**src/rtl/rr_stream_mux.sv**
```systemverilog
`default_nettype none
// ============================================================================
// Module   : rr_stream_mux
// Purpose  : N-way registered stream multiplexer with valid/ready handshakes.
//            Arbitration is round-robin (RR_MODE=1) or fixed priority with the
//            lowest index winning (RR_MODE=0). Each accepted beat is stored,
//            together with the index of the source that supplied it, in a
//            single output register.
// Ports    : clk        - rising-edge clock
//            rst_n      - asynchronous active-low reset
//            in_data    - N_INPUTS packed channels, channel i at [i*WIDTH +: WIDTH]
//            in_valid   - per-channel valid
//            in_ready   - per-channel ready (one-hot or zero)
//            out_data   - registered data of the current output beat
//            out_sel    - registered index of the channel that supplied out_data
//            out_valid  - registered valid
//            out_ready  - consumer ready
// Revision : 1.0 - initial release
// ============================================================================
module rr_stream_mux #(
  parameter int WIDTH    = 32,
  parameter int N_INPUTS = 4,
  parameter int RR_MODE  = 1
) (
  input  logic                      clk,
  input  logic                      rst_n,
  input  logic [N_INPUTS*WIDTH-1:0] in_data,
  input  logic [N_INPUTS-1:0]       in_valid,
  output logic [N_INPUTS-1:0]       in_ready,
  output logic [WIDTH-1:0]          out_data,
  output logic [$clog2(N_INPUTS)-1:0] out_sel,
  output logic                      out_valid,
  input  logic                      out_ready
);

  localparam int SEL_W = $clog2(N_INPUTS);

  logic [SEL_W-1:0] ptr_q, ptr_d;
  logic [WIDTH-1:0] out_data_q, out_data_d;
  logic [SEL_W-1:0] out_sel_q, out_sel_d;
  logic             out_valid_q, out_valid_d;

  logic             load_en;
  logic             win_found;
  logic [SEL_W-1:0] win_idx;
  logic [WIDTH-1:0] win_data;
  logic             xfer;

  // The register can take a new beat when it is empty or being drained.
  assign load_en = !out_valid_q || out_ready;

  // Arbitration. Both searches walk from the far end toward the preferred
  // candidate so the last hit (the highest-priority one) is what remains.
  always_comb begin
    int               j;
    logic [SEL_W-1:0] cand;
    win_found = 1'b0;
    win_idx   = '0;
    j         = 0;
    cand      = '0;
    if (RR_MODE != 0) begin
      for (int k = N_INPUTS - 1; k >= 0; k--) begin
        j = int'(ptr_q) + k;
        if (j >= N_INPUTS) j = j - N_INPUTS;
        cand = SEL_W'(j);
        if (in_valid[cand]) begin
          win_found = 1'b1;
          win_idx   = cand;
        end
      end
    end else begin
      for (int k = N_INPUTS - 1; k >= 0; k--) begin
        if (in_valid[k]) begin
          win_found = 1'b1;
          win_idx   = SEL_W'(k);
        end
      end
    end
  end

  // Data mux driven by the winning index only.
  always_comb begin
    win_data = '0;
    for (int i = 0; i < N_INPUTS; i++) begin
      if (win_idx == SEL_W'(i)) win_data = in_data[i*WIDTH +: WIDTH];
    end
  end

  // Ready goes only to the winner; other channels' valid never reaches it.
  generate
    for (genvar g = 0; g < N_INPUTS; g++) begin : g_ready
      assign in_ready[g] = win_found && load_en && (win_idx == SEL_W'(g));
    end
  endgenerate

  assign xfer = win_found && load_en;

  // Next-state: output register and round-robin pointer.
  always_comb begin
    out_valid_d = out_valid_q;
    out_data_d  = out_data_q;
    out_sel_d   = out_sel_q;
    ptr_d       = ptr_q;
    if (xfer) begin
      out_valid_d = 1'b1;
      out_data_d  = win_data;
      out_sel_d   = win_idx;
      if (RR_MODE != 0) begin
        ptr_d = (win_idx == SEL_W'(N_INPUTS - 1)) ? '0 : win_idx + 1'b1;
      end
    end else if (out_ready) begin
      // Drain without refill; data and index are left as they were.
      out_valid_d = 1'b0;
    end
  end

  always_ff @(posedge clk or negedge rst_n) begin
    if (!rst_n) begin
      out_valid_q <= 1'b0;
      out_data_q  <= '0;
      out_sel_q   <= '0;
      ptr_q       <= '0;
    end else begin
      out_valid_q <= out_valid_d;
      out_data_q  <= out_data_d;
      out_sel_q   <= out_sel_d;
      ptr_q       <= ptr_d;
    end
  end

  assign out_valid = out_valid_q;
  assign out_data  = out_data_q;
  assign out_sel   = out_sel_q;

endmodule
`default_nettype wire

```
**config.mk**
```make
export PLATFORM = sky130hd
export DESIGN_NAME = rr_stream_mux
export DESIGN_NICKNAME = d
export VERILOG_FILES = /design/src/rtl/rr_stream_mux.sv
export SDC_FILE = /design/constraint.sdc
export NUM_CORES = 1
export LEC_CHECK = 0
export BUFFER_PORTS_ARGS = -buffer_cell sky130_fd_sc_hd__buf_4
export CORE_MARGIN = 10
export CORE_UTILIZATION = 43
export CTS_CLUSTER_SIZE = 8
export DETAILED_ROUTE_END_ITERATION = 6
export HOLD_SLACK_MARGIN = 0.15
export MAX_ROUTING_LAYER = met4
export PLACE_DENSITY_LB_ADDON = 0.25
export SLEW_MARGIN = 20
export SYNTH_ARGS = -nofsm -noshare
export SYNTH_HDL_FRONTEND = slang
export SYNTH_SLANG_ARGS = --single-unit
```
**constraint.sdc**
```tcl
create_clock -name clk -period 2.3 [get_ports clk]
set_input_delay 0.115 -clock clk [delete_from_list [all_inputs] [get_ports clk]]
set_output_delay 0.115 -clock clk [all_outputs]
set_load 0.05 [all_outputs]
```
==> impl_metrics.ini <==
[die]
die_w_um = 99.5
num_io_pins = 174
core_um2 = 6030
rows = 28
dieArea_um2 = 9900
die_y_um = 99.5
start_util = 0.451

[power]
total_power_mw = 4.51
vdd_drop_max_mv = 0.725
leakagePower_nw = 2.14
powerDensity_nw_per_um2 = 995

[synth]
avgSynthCellArea_um2 = 8.02
yosysWarnings = 0
synth_seq_cells = 37
syn_area_um2 = 2720
synth_top_cells_by_area = dfrtp_1 34%, a21oi_1 12%, a221o_1 12%
yosys.area.top_type_share = 0.341
ys_seq_area_frac = 0.341
synth_cells = 339
synth_top_cell_by_area = dfrtp_1
syn_nets = 478
ys_types = 27

[cells_and_area]
multi_input_area_um2 = 1480
area.sequential_um2 = 926
fillers = 461
layout-drive-gt1-share = 0.375
area_delta_synth_final_pct = 66.5
antenna_cells = 0
nets = 667

[grt]
gr-total-overflow = 0
grt_pass1_vias = 3524
grt.total_usage = 0.220
grt_max_degree = 46
grt_pass1_wl_um = 17500
grt_antenna_before_repair = 0

[cts]
cts_sinks = 37
cts_buffers = 5
clk_path_buf_depth = 2
root_buffer = clkbuf_8
clkTransAtPathRegs_ps = 70
post_cts_buffers = 0
worstSkewPairLatency_ps = 290
htree_levels = 2
cts_tree = built

[worst_setup_path]
r2r_start = ptr_q[1]$_DFFE_PN0N_
rr_worst_depth = 8
cp_max_fo = 14
cpPeakStageDelay_ps = 440
crit_path_end_kind = output pin
cp-start-kind = flop
crit_required_ps = 2180
reg2reg_to = out_data[23]$_DFFE_PN0N_
r2r_setup_slack_ps = 110
path_common_cell = and3_1
critPathSlowestCell = dfrtp_1
arrival_ps = 2160
path_class = flop to output pin
crit_chain = and2_1 -> o21ai_1 -> and3_1 -> ha_2 -> and3_1 -> buf_4

[sta]
period_minus_slack_ps = 2280
fin_skew_ps = 5.90
fin_crit_sh = 0.989
whs_ps = 178
relSlewSlack = 0.539
fmax_mhz = 439
finalSetupViolations = 0
hold_viol_final = 0
rsz0062_at_grt = true
drv_slew = 0
worst_pin_slew_ps = 692

[routing]
wl_per_cell_um = 18.9
drt-total-wl_um = 11400
dr.pass1.iters = 5
drc_errors = 0
initialDrtViolationCount = 235
ant_nets = 0
viasPerCell = 5.74
dr_total_vias = 3463

[run_status]
outcome = complete, no violations

[place]
gp_congestion = 0.841
portBuffers = 173
hpwlAfterDp_um = 8220

[job]
max_cap_viol_count = 0

[min_path]
min_path_type = input port to flop
whs_path_depth = 3
min_to = ptr_q[0]$_DFFE_PN0N_
hp-start = in_valid[1]
[cells by family after synthesis]
family | count (synthesis) | synth area share
fa+ha+maj | 4 | 0.0184
mux | 1 | 0.00368
compound gates | 139 | 0.339
flops | 37 | 0.341
buf+inv | 72 | 0.120
simple gates | 86 | 0.179
[synth_stat cells]
cell / count
or4_4: 1
a31oi_1: 33
and3_1: 6
a21o_2: 1
a221o_1: 32
buf_2: 11
a21oi_1: 67
a32o_1: 1
dfrtp_1: 37
inv_1: 34
a221oi_1: 1
nand2_1: 36
a21boi_2: 1
nand3b_1: 33
mux2i_1: 1
nor4_1: 1
o21ai_0: 2
ha_1: 4
and2_1: 1
nor2b_1: 1
nor2_1: 2
buf_6: 4
buf_8: 1
a41o_1: 1
nand3_1: 3
clkbuf_1: 22
nand2b_1: 2
[area by class of cell]
type                    count  share of cell area
inverters                  34              0.0282
flip-flops and latches     37               0.205
repair buffers            220               0.401
clock buffers               7              0.0191
multi-input cells         230               0.327
well taps                  75              0.0207
[layout by cell type, fill, tap and decap left out, drive strengths merged, types with 2 or more instances in the layout]
master,netlist,layout
dlygate4sd3,0,35
nand2b,2,2
clkbuf,22,7
a31oi,33,33
buf,16,185
nand3b,33,33
inv,34,34
and3,6,6
nand3,3,3
o21ai,2,2
nor2,2,2
nand2,36,36
dfrtp,37,37
a21oi,67,67
ha,4,4
a221o,32,32
[critical path: cells and delay by family, from the launching register on]
kind	cells	cell delay, ps
fa+ha+maj	1	410
buf+inv	1	200
compound gates	1	180
simple gates	3	640
flops	1	440
[registers in the layout, summed over array words and instances, names as in the netlist]
name	cells
ptr_q	2
out_sel	2
out_data	32
out_valid	1
[metal layers]
metal	vias up	track usage	share of wire
met3	29	0.0540	0.067
met5	-	-	0
li1	1621	-	-
met4	0	0.0904	0.032
met1	1647	0.228	0.38
met2	166	0.388	0.52
[worst max-delay path by stage]
stage,slack (ps),to,from,depth (start not counted)
after floorplan,10,in_ready[3],ptr_q[1]$_DFFE_PN0N_,7
after global placement,200,out_data[28]$_DFFE_PN0N_,ptr_q[1]$_DFFE_PN0N_,8
after detailed placement,100,out_data[23]$_DFFE_PN0N_,ptr_q[1]$_DFFE_PN0N_,8
after CTS,50,in_ready[3],ptr_q[1]$_DFFE_PN0N_,6
after global routing,-70,in_ready[3],ptr_q[1]$_DFFE_PN0N_,6
final,20,in_ready[3],ptr_q[1]$_DFFE_PN0N_,6
[metrics by stage]
| step | cells | TNS [ps] | setup slack [ps] | instance area (µm²) | utilization |
|---|---|---|---|---|---|
| 6_report | 603 | 0 | 24.4 | 4530 | 0.751 |
| 5_1_grt | 603 | -112 | -70.7 | 4530 | 0.751 |
| 4_1_cts | 603 | 0 | 48.0 | 4530 | 0.751 |
| 3_5_place_dp | 561 | 0 | 101 | 4090 | 0.679 |
| 3_3_place_gp | 561 | 0 | 203 | 4090 | 0.679 |
| 2_1_floorplan | 339 | 0 | 11.8 | 2720 | - |
[report_power, final]
group          internal (mW)  switching [mW]
logic                   1.17            1.81
registers              0.891           0.157
clock network          0.238           0.234
total                   2.30            2.20
[repair_timing]
action / in CTS / in global routing
hold buffers: 35 / 0
gates resized for setup: 1 / 0
endpoints found under the hold margin: 70 / 0
setup endpoints to repair: 2 / 2
Note: power is estimated with default switching activity, not from simulation.
